$ cat config.mk
export PLATFORM = sky130hd
export DESIGN_NAME = cdb_rr_arbiter
export DESIGN_NICKNAME = d
export VERILOG_FILES = /design/src/rtl/cdb_rr_arbiter_pkg.sv /design/src/rtl/cdb_rr_arbiter_rr_pick.sv /design/src/rtl/cdb_rr_arbiter.sv
export SDC_FILE = /design/constraint.sdc
export NUM_CORES = 1
export LEC_CHECK = 0
export ABC_AREA = 1
export ABC_CLOCK_PERIOD_IN_PS = 7600
export CAP_MARGIN = 20
export CORE_AREA = 2 2 153 155
export DETAILED_ROUTE_END_ITERATION = 10
export DIE_AREA = 0 0 155 157
export DONT_BUFFER_PORTS = 1
export PLACE_DENSITY = 0.59
export SLEW_MARGIN = 20
export SYNTH_ARGS = -nofsm -noshare
export SYNTH_HDL_FRONTEND = slang
export SYNTH_SLANG_ARGS = --single-unit
$ cat constraint.sdc
create_clock -name clock -period 7.6 [get_ports clock]
set_input_delay 1.52 -clock clock [delete_from_list [all_inputs] [get_ports clock]]
set_output_delay 1.52 -clock clock [all_outputs]
set_load 0.05 [all_outputs]
$ cat src/rtl/cdb_rr_arbiter_pkg.sv
// Shared definitions for the multi-channel common data bus arbiter:
// default sizes, broadcast channel payload types and a pointer-width helper.
package cdb_rr_arbiter_pkg;

    localparam int unsigned NUM_FU_DEF  = 8;
    localparam int unsigned NUM_CDB_DEF = 2;
    localparam int unsigned TAG_W_DEF   = 5;
    localparam int unsigned XLEN_DEF    = 32;

    // One broadcast channel as seen by the RS/ROB/map-table consumers.
    typedef struct packed {
        logic                 valid;
        logic [TAG_W_DEF-1:0] tag;
        logic [XLEN_DEF-1:0]  value;
    } cdb_channel_t;

    typedef cdb_channel_t [NUM_CDB_DEF-1:0] cdb_multi_packet_t;

    // Index width for an n-entry rotating pointer; never narrower than one bit.
    function automatic int unsigned ptr_width(input int unsigned n);
        return (n > 1) ? $clog2(n) : 1;
    endfunction

endpackage

$ cat src/rtl/cdb_rr_arbiter_rr_pick.sv
// Rotating-priority one-hot picker: grants the first requester found when
// scanning upward from ptr and wrapping around to index 0.
module rr_pick
    import cdb_rr_arbiter_pkg::*;
#(
    parameter  int unsigned NUM_FU = NUM_FU_DEF,
    localparam int unsigned PTR_W  = ptr_width(NUM_FU)
) (
    input  logic [NUM_FU-1:0] req,
    input  logic [PTR_W-1:0]  ptr,
    output logic [NUM_FU-1:0] gnt
);

    logic             found;
    logic [PTR_W-1:0] pos;

    always_comb begin
        gnt   = '0;
        found = 1'b0;
        pos   = '0;
        for (int unsigned j = 0; j < NUM_FU; j++) begin
            pos = PTR_W'((32'(ptr) + j) % NUM_FU);
            if (!found && req[pos]) begin
                gnt[pos] = 1'b1;
                found    = 1'b1;
            end
        end
    end

endmodule

$ cat src/rtl/cdb_rr_arbiter.sv
// N-channel common data bus arbiter: round-robin grants of completed FUs onto
// NUM_CDB registered broadcast channels, with squash and async reset.
module cdb_rr_arbiter
    import cdb_rr_arbiter_pkg::*;
#(
    parameter  int unsigned NUM_FU  = NUM_FU_DEF,
    parameter  int unsigned NUM_CDB = NUM_CDB_DEF,
    parameter  int unsigned TAG_W   = TAG_W_DEF,
    parameter  int unsigned XLEN    = XLEN_DEF,
    localparam int unsigned PTR_W   = ptr_width(NUM_FU)
) (
    input  logic                     clock,
    input  logic                     reset,
    input  logic                     squash,
    input  logic [NUM_FU-1:0]        fu_done,
    input  logic [NUM_FU*TAG_W-1:0]  fu_tag,
    input  logic [NUM_FU*XLEN-1:0]   fu_value,
    output logic [NUM_FU-1:0]        fu_ack,
    output logic [NUM_CDB-1:0]       cdb_valid,
    output logic [NUM_CDB*TAG_W-1:0] cdb_tag,
    output logic [NUM_CDB*XLEN-1:0]  cdb_value,
    output logic [PTR_W-1:0]         rr_ptr_dbg
);

    logic [PTR_W-1:0]                 rr_ptr;
    logic [NUM_CDB-1:0][NUM_FU-1:0]   chan_gnt;
    logic [NUM_FU-1:0]                last_gnt;
    logic [PTR_W-1:0]                 last_idx;
    logic [PTR_W-1:0]                 ptr_next;
    logic [NUM_CDB-1:0]               ch_valid;
    logic [NUM_CDB*TAG_W-1:0]         ch_tag;
    logic [NUM_CDB*XLEN-1:0]          ch_value;

    // Cascade of pickers; each stage sees only requesters not yet granted upstream.
    for (genvar k = 0; k < NUM_CDB; k++) begin : g_stage
        logic [NUM_FU-1:0] req_k;
        logic [NUM_FU-1:0] gnt_k;

        if (k == 0) begin : g_first
            assign req_k = fu_done;
        end else begin : g_next
            assign req_k = g_stage[k-1].req_k & ~g_stage[k-1].gnt_k;
        end

        rr_pick #(
            .NUM_FU (NUM_FU)
        ) u_pick (
            .req (req_k),
            .ptr (rr_ptr),
            .gnt (gnt_k)
        );

        assign chan_gnt[k] = gnt_k;
    end

    // Channel payload muxing, acks, and the last-granted FU for the pointer update.
    always_comb begin
        fu_ack   = '0;
        last_gnt = '0;
        last_idx = '0;
        ch_valid = '0;
        ch_tag   = '0;
        ch_value = '0;
        for (int unsigned k = 0; k < NUM_CDB; k++) begin
            ch_valid[k] = |chan_gnt[k];
            fu_ack      = fu_ack | chan_gnt[k];
            if (ch_valid[k]) begin
                last_gnt = chan_gnt[k];
            end
            for (int unsigned i = 0; i < NUM_FU; i++) begin
                if (chan_gnt[k][i]) begin
                    ch_tag[k*TAG_W +: TAG_W] = fu_tag[i*TAG_W +: TAG_W];
                    ch_value[k*XLEN +: XLEN] = fu_value[i*XLEN +: XLEN];
                end
            end
        end
        for (int unsigned i = 0; i < NUM_FU; i++) begin
            if (last_gnt[i]) begin
                last_idx = PTR_W'(i);
            end
        end
        // A squash or reset kills the whole cycle's grant, so nothing is acked or broadcast.
        if (squash || reset) begin
            fu_ack   = '0;
            ch_valid = '0;
            ch_tag   = '0;
            ch_value = '0;
        end
    end

    assign ptr_next = (last_idx == PTR_W'(NUM_FU - 1)) ? '0 : last_idx + PTR_W'(1);

    // Broadcast registers and round-robin pointer.
    always_ff @(posedge clock or posedge reset) begin
        if (reset) begin
            cdb_valid <= '0;
            cdb_tag   <= '0;
            cdb_value <= '0;
            rr_ptr    <= '0;
        end else begin
            cdb_valid <= ch_valid;
            cdb_tag   <= ch_tag;
            cdb_value <= ch_value;
            if (|ch_valid) begin
                rr_ptr <= ptr_next;
            end
        end
    end

    assign rr_ptr_dbg = rr_ptr;

endmodule

# Yosys cells after proc, flatten, opt, wreduce, memory -nomap -nowiden
# Index checks and enable logic that the tools add are counted.
dict set report totals {
  ff_bits 79
  in_bits 307
  output_inout_bits 87
  word_cells 210
}
dict set report op_classes {
  addsub 8
  order_cmp 16
  eq_ne 1
  mux 124
  n_bitwise 17
  reduce_logical 40
}
# op n
set ops {}
lappend ops {{32-bit 2-to-1 mux} 16}
lappend ops {{8-bit 2-to-1 mux} 19}
lappend ops {{8-bit OR} 15}
lappend ops {{5-bit 2-to-1 mux} 16}
lappend ops {{64-bit 2-to-1 mux} 1}
lappend ops {{1-bit binary-select mux with 3-bit select} 16}
lappend ops {{1-bit 2-to-1 mux} 39}
lappend ops {{3-bit by 4-bit < comparator with 1-bit output, second input constant} 8}
lappend ops {{1-bit demux with 3-bit select} 8}
lappend ops {{3-bit by 1-bit greater-or-equal comparator with 1-bit output, second input constant} 8}
lappend ops {{1-bit logical AND} 22}
lappend ops {{3-bit 2-to-1 mux} 7}
lappend ops {{8-bit OR reduction} 2}
lappend ops {{1-bit zero test} 14}
lappend ops {{3-bit adder, second input constant} 4}
lappend ops {{10-bit 2-to-1 mux} 1}
lappend ops {{8-bit AND} 1}
lappend ops {{8-bit inverter} 1}
lappend ops {{3-bit by 1-bit adder with 3-bit output, second input constant} 2}
lappend ops {{3-bit by 2-bit adder with 3-bit output, second input constant} 2}
lappend ops {{3-bit == test, second input constant} 1}
lappend ops {{2-bit 2-to-1 mux} 1}
lappend ops {{2-bit OR reduction} 1}
lappend ops {{1-bit logical OR} 1}

# Depth between registers and ports, before layout
dict set report logic_depth {
  ltp_word 61
  depth_mapped 44
  depth_no_buf 39
}

# Hierarchy
# Synthesis repeated with hierarchy kept, for this count alone.
dict set report hier_totals {
  cells_unflattened 1612
  hier_area_um2 9596.7
}
# mod instances cells_each area_each_um2 seq_area_each_um2
set modules_own_cells {}
lappend modules_own_cells {cdb_rr_arbiter 1 1126 7158.1 1976.9}
lappend modules_own_cells {{rr_pick at g_stage[1].u_pick} 1 243 1222.4 0.0}
lappend modules_own_cells {{rr_pick at g_stage[0].u_pick} 1 243 1216.2 0.0}

# Worst setup path after synthesis
# Ideal clock, no wire load.
dict set report synth_path {
  kind {register to output}
  from {register rr_ptr[0], in the netlist rr_ptr_dbg[0]}
  to {output port fu_ack[6]}
  arrival_time_ps 5039
  required_ps 6080
  path_slack_ps 1041
  path_stages_with_launch 30
  path_buffers 6
  cell_sequence {dfrtp_1 inv_2 buf_6 clkbuf_1 buf_1 ha_1 buf_2 clkinv_1 nand3_1 nand2_1 inv_1 o21ai_1 inv_1 nor3_4 nand3_1 nand4_1 nand3_1 nand3_1 nand2_1 nor2_8 nand4_4 nor2_8 nand2_2 nor2_1 nor2_1 inv_1 buf_6 clkbuf_1 o21ai_0 inv_1}
}
dict set report synth_via {
  elab_chain_len 52
  elab_cells_between_ends 155
  cone_classes {add/sub: 7; order compare: 16; mux: 79; bitwise: 17; reduce/logical: 36}
}
# element line_no
set synth_lines {}
lappend synth_lines {{start, declared} cdb_rr_arbiter.sv:25} ;# logic [PTR_W-1:0] rr_ptr;
lappend synth_lines {{start signal, assigned} cdb_rr_arbiter.sv:105} ;# rr_ptr <= ptr_next;
lappend synth_lines {{branches (longest 50 deep; another with 3-bit by 4-bit < comparator with 1-bit output)} n/a}
lappend synth_lines {{8-bit OR (*)} cdb_rr_arbiter.sv:66} ;# fu_ack = fu_ack | chan_gnt[k];
lappend synth_lines {{8-bit 2-to-1 mux (*)} cdb_rr_arbiter.sv:83} ;# if (squash || reset) begin
lappend synth_lines {{end, declared} cdb_rr_arbiter.sv:18} ;# output logic [NUM_FU-1:0] fu_ack,
# Every way passes the cells marked *. The select of a mux whose other input is x is not followed.

# Worst setup path after layout
dict set report layout_path {
  from {register rr_ptr[1], in the netlist rr_ptr_dbg[1]}
  to {output port fu_ack[6]}
}
# The elaborated chain is that of the path after synthesis.

==> results.txt <==
----------------------------------------------------
[Global route]
  GRT Overall Usage ... 38.9%
  Number of antenna violations at the first check in global routing ... 2
  Number of global-route vias before repair ... between 10k and 15k
  Maximum number of pins on one net before global-route repair ... 76
  Global-route congestion overflow total ... 0
  Global-route wire length before repair ... roughly 73 mm

[Clock tree]
  Max Root-Sink Buffers ... 2
  CTS Sinks ... around 80
  Setup fix buffers added after clock tree synthesis ... 0
  TritonCTS clock tree ... yes
  Post-cts repair resize count ... 0
  Root buf cell ... sky130_fd_sc_hd__clkbuf_16
  Number of hold buffers added after CTS ... 0
  Total clock buffers created by CTS ... 9
  CTS H-tree lvls ... 3
  Clk Latency, worst-skew pair ... ~350 ps
  CTS clk-pin slew, worst paths ... 70 ps

[Cells and area]
  Commonest non-fill, non-tap cells in the layout ... 526 x sky130_fd_sc_hd__nand2_1, 251 x sky130_fd_sc_hd__a21oi_1, 235 x sky130_fd_sc_hd__o21ai_0, 171 x sky130_fd_sc_hd__nand3_1, 134 x sky130_fd_sc_hd__inv_1
  Nets@finish ... about 2.1k
  Commonest non-fill, non-tap cell in the layout ... sky130_fd_sc_hd__nand2_1
  Finished Cell Area ... approximately 11000 µm²
  Proportion of layout cells with a drive suffix above 1 ... 8.07%
  Syn-to-layout area delta ... 4.33%
  Layout fillers ... between 2k and 2.5k

[Worst setup path]
  Reg-to-reg startpoint ... rr_ptr_dbg[1]$_DFFE_PP0P_
  Beginning of the critical path ... rr_ptr_dbg[1]$_DFFE_PP0P_
  Critical Path Fanout Max ... 18
  Crit path largest cell delay ... 460 ps
  Register-to-Register Setup Slack ... 740 ps
  Critical path launch point type ... flip-flop
  Instance count on the critical path ... 29
  Critical path's most frequent cell ... sky130_fd_sc_hd__nand3_1
  Setup CP Type ... flip-flop to output pin
  Endpoint of the most critical register-to-register path ... rr_ptr_dbg[2]$_DFFE_PP0P_
  Setup crit end ... fu_ack[6]
  Cell family with the largest share of critical-path delay ... simple AND/OR/NAND/NOR gates
  Max stage delay cell, worst path ... sky130_fd_sc_hd__clkinv_1
  Data arrival time of the critical path ... about 5600 ps
  Kind of capture point of the worst setup path ... output pin
  Required time at the worst-slack endpoint ... about 6000 ps
  Sum of buffers and inverters on the critical path ... 6
  Depth of the worst register-to-register path ... 38

[STA]
  Total count of hold-check failures in the final report ... 0
  Hold slack ... 743 ps
  Sum of negative setup slack ... 0 ps
  Slack of the critical path ... about 450 ps
  RSZ-0062 raised after global routing ... no
  Final period util ... a little over nine tenths
  Fin. max-slew vios ... 0
  Slew @ Worst Pin ... roughly 1100 ps
  Clock Skew ... ~12 ps
  Maximum achievable frequency ... 140 MHz
  Minimum clock period ... slightly above 7000 ps
  Setup-violating endpoint count in the final report ... 0
  Worst rel slew slack ... 28.1%

[Placed design]
  Port Buffers ... 0
  Placed cell areas ... around 11000 µm²
  Setup Slack @ Placement ... between 800 and 900 ps
  HPWL reported at the end of detailed placement ... 36.3 mm
  Final Wtd Congestion ... slightly above 1

[Routing]
  DR DRC count ... 0
  First drt pass iteration count ... 9
  Routed wire length ... ~49 mm
  Via count ... ~13k
  Number of vias per cell after detailed routing ... about 6.2
  Routed Antenna Nets ... 0
  Average detailed-routed wire length per instance ... roughly 23 µm
  Number of violations reported at the end of detailed-routing iteration 0 ... between 1.5k and 2k

[Run status]
  Outcome ... finished clean

[Job]
  Max-capacitance violation count ... 0

[Min path]
  Number of cells traversed by the worst hold path ... 3
  HP Class ... flip-flop to flip-flop

[Yosys]
  Count of yosys warnings during synthesis ... 0
  Number of instances in the synthesized netlist ... 1859
  Post-synth net total ... 2174
  Mean post-synth cell area ... 5.62 µm²
  Cell taking the most area after synthesis ... sky130_fd_sc_hd__nand2_1
  Area share of the leading cell type in the synthesized netlist ... between 10% and 20%
  Ranking of synthesized cells by area ... sky130_fd_sc_hd__nand2_1 19%, sky130_fd_sc_hd__dfrtp_1 19%, sky130_fd_sc_hd__a21oi_1 12%
  Part of the Yosys area used for sequential elements ... a little under a fifth
  Seq cells post-synth ... 79
  Mapped cell area ... around 10000 µm²
  Library cells used by synthesis ... 42

[Floorplan]
  Top-Level Pins ... 394
  Die Span X ... between 150 and 200 µm
  Standard cell core area ... between 20000 and 25000 µm²
  Row Count ... between 50 and 60
  Die ar. ... about 24000 µm²
  Effective utilization at floorplan ... 46.4%
  Height of the die ... between 150 and 200 µm

----------------------------------------------------
sequential cells by signal, summed over array words and instances (netlist names):
register	flops
rr_ptr_dbg	3
cdb_tag	10
cdb_valid	2
cdb_value	64
worst min-delay path: cells and delay by family, from the launching register on:
kind / cells / cell delay (ps)
DFF: 1 / 380
buffers and inverters: 1 / 200
and+or+nand+nor: 2 / 130
synthesized netlist by cell type (all sizes together):
master  instances
nand2         538
a21oi         259
o21ai         243
nand3         179
inv           151
nor2           97
clkbuf         79
dfrtp          79
buf            55
or2            38
o211ai         37
o21a           35
nand4          31
nor3           18
ha              8
and2            2
clkinv          2
o221ai          2
a31oi           1
nand3b          1
nor4            1
o21bai          1
xnor2           1
xor2            1
cell families (layout without fill, tap and decap cells):
family / count (synthesis) / count (layout) / share of synthesized area (%)
AND/OR/NAND/NOR: 905 / 905 / 38.3
AO/OA/AOI/OAI: 578 / 578 / 30.0
buffers and inverters: 287 / 212 / 11.4
flip-flops: 79 / 79 / 18.9
adder cells (fa/ha/maj): 8 / 8 / 0.959
XOR/XNOR: 2 / 2 / 0.420
other: 0 / 3 / 0
cell type report:
| class | count | area [µm²] | share of cell area (%) |
|---|---|---|---|
| antenna | 3 | 7.51 | 0.0689 |
| clock buffer | 10 | 239 | 2.19 |
| clock inverter | 6 | 66.3 | 0.609 |
| inverter | 153 | 576 | 5.28 |
| multi-input combinational | 1493 | 7330 | 67.3 |
| sequential | 79 | 1980 | 18.2 |
| tap | 285 | 357 | 3.27 |
| timing repair buffer | 43 | 335 | 3.08 |
per-layer routing:
metal  up-vias  track usage [%]  wire length, µm
li1       6053                -                -
met1      5908             49.3            18400
met2       823             61.6            21900
met3       148             11.5             5840
met4         2             16.9             2290
met5         -                0               13
worst min-delay path by stage:
stage,from,to,slack (ps)
global route,rr_ptr_dbg[0]$_DFFE_PP0P_,rr_ptr_dbg[0]$_DFFE_PP0P_,820
global placement,rr_ptr_dbg[0]$_DFFE_PP0P_,rr_ptr_dbg[0]$_DFFE_PP0P_,710
detailed placement,rr_ptr_dbg[0]$_DFFE_PP0P_,rr_ptr_dbg[0]$_DFFE_PP0P_,710
finish,rr_ptr_dbg[0]$_DFFE_PP0P_,rr_ptr_dbg[0]$_DFFE_PP0P_,740
floorplan,rr_ptr_dbg[1]$_DFFE_PP0P_,rr_ptr_dbg[1]$_DFFE_PP0P_,1100
CTS,rr_ptr_dbg[0]$_DFFE_PP0P_,rr_ptr_dbg[0]$_DFFE_PP0P_,740
stage by stage:
stage	std cells	utilization (%)
floorplan	1859	-
global placement	2053	47.0
detailed placement	2053	47.0
CTS	2069	48.4
global route	2070	48.4
finish	2072	48.4
Power is left out: the tool's default activity adds up to more than one toggle a clock period on the data nets, which glitch-free logic cannot reach.
